==> config.mk <==
export PLATFORM = sky130hd
export DESIGN_NAME = uart_tx_arbiter
export DESIGN_NICKNAME = d
export VERILOG_FILES = /design/src/rtl/uart_tx_arbiter_pkg.sv /design/src/rtl/uart_tx_arbiter_rr_select.sv /design/src/rtl/uart_tx_arbiter.sv
export SDC_FILE = /design/constraint.sdc
export NUM_CORES = 1
export LEC_CHECK = 0
export CORE_MARGIN = 4
export CORE_UTILIZATION = 33
export DETAILED_ROUTE_END_ITERATION = 12
export GPL_TIMING_DRIVEN = 0
export HOLD_SLACK_MARGIN = 0.02
export MAX_ROUTING_LAYER = met4
export SLEW_MARGIN = 30
export SYNTH_ARGS = -nofsm -noshare
export SYNTH_HDL_FRONTEND = slang
export SYNTH_SLANG_ARGS = --single-unit
export TNS_END_PERCENT = 100
==> constraint.sdc <==
create_clock -name clock -period 2.2 [get_ports clock]
set_input_delay 0.44 -clock clock [delete_from_list [all_inputs] [get_ports clock]]
set_output_delay 0.44 -clock clock [all_outputs]
set_load 0.005 [all_outputs]
==> src/rtl/uart_tx_arbiter_pkg.sv <==
// Shared definitions for the UART transmit arbiter: state encoding, the
// post-reset hold length and width helpers.
package uart_tx_arbiter_pkg;

  typedef enum logic [2:0] {
    ST_INIT = 3'd0,
    ST_IDLE = 3'd1,
    ST_SEND = 3'd2,
    ST_WAIT = 3'd3,
    ST_LOCK = 3'd4
  } state_e;

  // One UART frame is at most 11 bit periods (start, 8 data, parity, stop).
  localparam int unsigned INIT_FRAME_BITS = 11;

  function automatic int unsigned init_hold(input int unsigned cpb);
    return INIT_FRAME_BITS * cpb;
  endfunction

  function automatic int unsigned idx_width(input int unsigned n);
    return (n > 1) ? $clog2(n) : 1;
  endfunction

  function automatic int unsigned max_u(input int unsigned a, input int unsigned b);
    return (a > b) ? a : b;
  endfunction

endpackage

==> src/rtl/uart_tx_arbiter_rr_select.sv <==
// Combinational round-robin picker: first set request at or after ptr,
// wrapping modulo the number of requesters.
module rr_select
  import uart_tx_arbiter_pkg::*;
#(
  parameter int unsigned N = 4,
  parameter int unsigned W = idx_width(N)
) (
  input  logic [N-1:0] req,
  input  logic [W-1:0] ptr,
  output logic         hit,
  output logic [W-1:0] idx
);

  int         cand_s;
  logic [W-1:0] cand_idx_s;

  // Scan candidates in priority order starting from the pointer.
  always_comb begin
    hit        = 1'b0;
    idx        = '0;
    cand_s     = 0;
    cand_idx_s = '0;
    for (int k = 0; k < int'(N); k++) begin
      cand_s     = (int'(ptr) + k) % int'(N);
      cand_idx_s = W'(cand_s);
      if (!hit && req[cand_idx_s]) begin
        hit = 1'b1;
        idx = cand_idx_s;
      end else begin
        hit = hit;
      end
    end
  end

endmodule

==> src/rtl/uart_tx_arbiter.sv <==
// Arbitrates byte requesters onto one UART transmitter, keeping multi-byte
// packets together and releasing a stalled packet lock after a timeout.
module uart_tx_arbiter
  import uart_tx_arbiter_pkg::*;
#(
  parameter int unsigned clocks_per_bit = 1,
  parameter int unsigned num_requesters = 4,
  parameter int unsigned lock_timeout   = 1024
) (
  input  logic                                clock,
  input  logic                                reset_n,
  input  logic [num_requesters-1:0]           req_valid,
  input  logic [8*num_requesters-1:0]         req_byte,
  input  logic [num_requesters-1:0]           req_last,
  output logic [num_requesters-1:0]           req_ready,
  output logic                                uart_send,
  output logic [7:0]                          uart_byte,
  input  logic                                uart_done,
  output logic [idx_width(num_requesters)-1:0] grant,
  output logic                                busy,
  output logic                                timeout_event
);

  localparam int unsigned NR        = num_requesters;
  localparam int unsigned W         = idx_width(NR);
  localparam int unsigned INIT_HOLD = init_hold(clocks_per_bit);
  localparam int unsigned CNT_W     = idx_width(max_u(INIT_HOLD, lock_timeout));

  state_e          state_q, state_d;
  logic [CNT_W-1:0] cnt_q, cnt_d;
  logic [W-1:0]    rr_ptr_q, rr_ptr_d;
  logic [W-1:0]    grant_q, grant_d;
  logic [7:0]      byte_q, byte_d;
  logic            last_q, last_d;
  logic            send_q, send_d;
  logic [NR-1:0]   ready_q, ready_d;
  logic            timeout_q, timeout_d;
  logic            busy_q, busy_d;

  logic            sel_hit_s;
  logic [W-1:0]    sel_idx_s;
  logic [W-1:0]    ptr_inc_s;

  rr_select #(.N(NR), .W(W)) u_rr_select (
    .req (req_valid),
    .ptr (rr_ptr_q),
    .hit (sel_hit_s),
    .idx (sel_idx_s)
  );

  assign ptr_inc_s = (grant_q == W'(NR - 1)) ? '0 : grant_q + W'(1);

  // Next-state and registered-output computation.
  always_comb begin
    state_d   = state_q;
    cnt_d     = cnt_q;
    rr_ptr_d  = rr_ptr_q;
    grant_d   = grant_q;
    byte_d    = byte_q;
    last_d    = last_q;
    timeout_d = 1'b0;
    case (state_q)
      ST_INIT: begin
        if (cnt_q == CNT_W'(INIT_HOLD - 1)) begin
          state_d = ST_IDLE;
          cnt_d   = '0;
        end else begin
          cnt_d = cnt_q + CNT_W'(1);
        end
      end
      ST_IDLE: begin
        if (sel_hit_s) begin
          grant_d = sel_idx_s;
          byte_d  = req_byte[{sel_idx_s, 3'b000} +: 8];
          last_d  = req_last[sel_idx_s];
          state_d = ST_SEND;
        end else begin
          state_d = ST_IDLE;
        end
      end
      ST_SEND: begin
        state_d = ST_WAIT;
      end
      ST_WAIT: begin
        if (uart_done) begin
          if (last_q) begin
            rr_ptr_d = ptr_inc_s;
            state_d  = ST_IDLE;
          end else begin
            cnt_d   = '0;
            state_d = ST_LOCK;
          end
        end else begin
          state_d = ST_WAIT;
        end
      end
      ST_LOCK: begin
        // A byte on the terminal-count clock still wins over the timeout.
        if (req_valid[grant_q]) begin
          byte_d  = req_byte[{grant_q, 3'b000} +: 8];
          last_d  = req_last[grant_q];
          state_d = ST_SEND;
        end else if (cnt_q == CNT_W'(lock_timeout - 1)) begin
          timeout_d = 1'b1;
          rr_ptr_d  = ptr_inc_s;
          state_d   = ST_IDLE;
        end else begin
          cnt_d = cnt_q + CNT_W'(1);
        end
      end
      default: begin
        state_d = ST_INIT;
        cnt_d   = '0;
      end
    endcase
    send_d  = (state_d == ST_SEND);
    ready_d = (state_d == ST_SEND) ? (NR'(1) << grant_d) : '0;
    busy_d  = (state_d != ST_IDLE);
  end

  // State and output registers.
  always_ff @(posedge clock or negedge reset_n) begin
    if (!reset_n) begin
      state_q   <= ST_INIT;
      cnt_q     <= '0;
      rr_ptr_q  <= '0;
      grant_q   <= '0;
      byte_q    <= 8'h00;
      last_q    <= 1'b0;
      send_q    <= 1'b0;
      ready_q   <= '0;
      timeout_q <= 1'b0;
      busy_q    <= 1'b1;
    end else begin
      state_q   <= state_d;
      cnt_q     <= cnt_d;
      rr_ptr_q  <= rr_ptr_d;
      grant_q   <= grant_d;
      byte_q    <= byte_d;
      last_q    <= last_d;
      send_q    <= send_d;
      ready_q   <= ready_d;
      timeout_q <= timeout_d;
      busy_q    <= busy_d;
    end
  end

  assign req_ready     = ready_q;
  assign uart_send     = send_q;
  assign uart_byte     = byte_q;
  assign grant         = grant_q;
  assign busy          = busy_q;
  assign timeout_event = timeout_q;

endmodule

==> impl_metrics.toml <==
[floorplan]
core_area_um2 = 5890
die-area_um2 = 7370
num_rows = 28
start_util_pct = 34.0
io_pins = 60
die_width_um = 85.8
dieHeight_um = 85.8

[setup_path]
rr_startpoint = "grant[0]"
start_kind = "flop"
critPathCaptureType = "flop"
cp.required_ns = 2.39
startpoint = "grant[0]"
worstPathMaxFanout = 8
rr_worst_depth = 7
crit_arrival_ns = 2.33
path_class = "reg2reg"

[cts]
cts.path.max_buffers = 2
cts_htree_levels = 2
numCtsBuffers = 5
clk_latency_ns = 0.28
clockRootBuffer = "clkbuf_8"
cts.clk_slew.worst_paths_ns = 0.07
cts_tree = "done"
postCtsHoldBufs = 0
cts_sinks = 33

[yosys]
syn_area_um2 = 2000
synth_seq_cells = 33
syn_avg_cell_area_um2 = 9.71
yosysSeqAreaShare_pct = 41.4
yosysMostFrequentCell = "dfrtp_1"
yosysWarningCount = 0
synth_cell_type_count = 53
ys_top_cells_by_count = "dfrtp_1, nand2_1, nor2_1"
async_reset_ff_share_pct = 100
synth_edf_count = 0
syn_inst = 206
synth.area.top_cells = "dfrtp_1, mux2_2, nand2_1"
synth_nets = 252
synth_top_area_cell = "dfrtp_1"
synthFlopType = "dfrtp_1"
synth_top_area_share_pct = 40.1

[cells_and_area]
multiInputGateArea_um2 = 1160
layout-drive-gt1-share_pct = 18.6
fin_area_um2 = 2940
areaGrowthSynthToFinish_pct = 47.0
nets = 324
seqCellArea_um2 = 827
nFillCells = 565
diodes = 0
stdcell_count = 354

[timing]
tightest_slew_ns = 0.475
final_hold_viol_count = 0
max_freq_mhz = 466
finalSetupViolations = 0
rsz0062_at_grt = "yes"
finClkSkew_ns = 0.00649
period_share_pct = 97.5
maxSlewViolCount = 0
slew_headroom_pct = 68.3
period_needed_ns = 2.14
hold_slack_ns = 0.0218
setup_slack_ns = 0.0553

[placed_design]
place_area_um2 = 2700
place.gp.congestion = 0.736
dp_slack_ns = -0.608
dpl.cell_count = 341
numPortBuffers = 59
hpwl_um = 4030

[route]
initialDrtViolationCount = 68
drtAntennaViolNets = 0
vias_per_cell = 5.15
route.detailed.drc = 0
routed_wl_um = 5330
wire_per_inst_um = 15.1
first_pass_iters = 5
via_count = 1822

[power_and_ir_drop]
p_total_mw = 3.49
vdd_drop_max_uv = 664
p_per_area_nw_per_um2 = 1190
p_leak_nw = 1.22

[hold_path]
hp-class = "in2async"

[global_route]
grt_max_degree = 25
grt-ovfl-total = 0
grt_pass1_vias = 1796
antenna_found_initial = 0
grt_usage_pct = 15.3
grt_pass1_wl_um = 8740

[run_status]
status = "completed"

[flow_run]
maxCapViolations = 0
## cell usage in the layout, fill, tap and decap left out, drive strengths merged, types with 4 or more instances in the layout
cell,count
nand3,6
dlygate4sd2,4
o22ai,9
a21oi,5
dfrtp,32
o21ai,11
clkbuf,6
mux2i,4
nand2,29
o31ai,8
nand2b,6
nor2,16
inv,4
clkdlybuf4s50,54
a31oi,9
and3,4
buf,15
mux2,12
## worst max-delay path, stage by stage, from the launching register on
cell and delay [ns]:
dfrtp_1 0.38, buf_6 0.14, mux4_2 0.56, a31oi_4 0.18, o22ai_2 0.10, or2_1 0.23
buf_2 0.18, o41ai_2 0.27
## metrics by stage
step           TNS [ns]  utilization [%]
3_3_place_gp     -12.55             45.6
6_report              0             49.9
5_1_grt         -0.0839             49.9
4_1_cts               0             48.8
2_1_floorplan         0                -
3_5_place_dp     -10.22             45.9
## layer usage
layer / global-route usage (%) / wire length, um
met1: 18.7 / 2300
met2: 25.1 / 2750
met3: 3.36 / 216
met4: 5.04 / 64
met5: - / 0
## cells by family after synthesis
group	Yosys count	share of synthesized area (%)
fa+ha+maj	3	1.88
flops	33	41.4
compound gates	54	19.6
simple gates	84	22.2
xor+xnor	1	0.438
buf+inv	13	3.44
mux	18	11.0
## layout make-up
type,count,share of cell area [%]
Multi-Input combinational cell,160,39.6
Sequential cell,33,28.1
Inverter,4,0.511
Clock inverter,3,2.21
Clock buffer,5,2.34
Buffer,8,2.04
Tap cell,75,3.19
Timing Repair Buffer,66,22.0
## power by group
part / internal [mW] / switching [mW] / leakage, nW / total [mW]
clock network: 0.450 / 0.227 / 0.0681 / 0.677
logic: 0.957 / 0.890 / 0.735 / 1.85
registers: 0.817 / 0.151 / 0.416 / 0.968
total: 2.22 / 1.27 / 1.22 / 3.49
## final timing paths
| kind | end | slack [ns] |
|---|---|---|
| min in group clock | cnt_q[0] | 0.54 |
| max in group asynchronous | busy | 1.69 |
| worst min-delay path | cnt_q[6] | 0.02 |
| worst max register to register | cnt_q[5] | 0.06 |
| worst min register to register | cnt_q[0] | 0.54 |
| worst max-delay path | cnt_q[5] | 0.06 |
## repair_timing
action                     CTS  global route
pin swaps                    1             2
setup endpoints to repair   20            17
resized for setup           10             6
buffers inserted             1             5
## state kept, by name, summed over array words and instances, names as in the netlist
| register | count |
|---|---|
| rr_ptr_q | 2 |
| timeout_event | 1 |
| cnt_q | 10 |
| uart_byte | 8 |
| grant | 2 |
| req_ready | 4 |
| uart_send | 1 |
| last_q | 1 |
| busy | 1 |
| state_q | 3 |
Power figures use the tool's default switching activity.
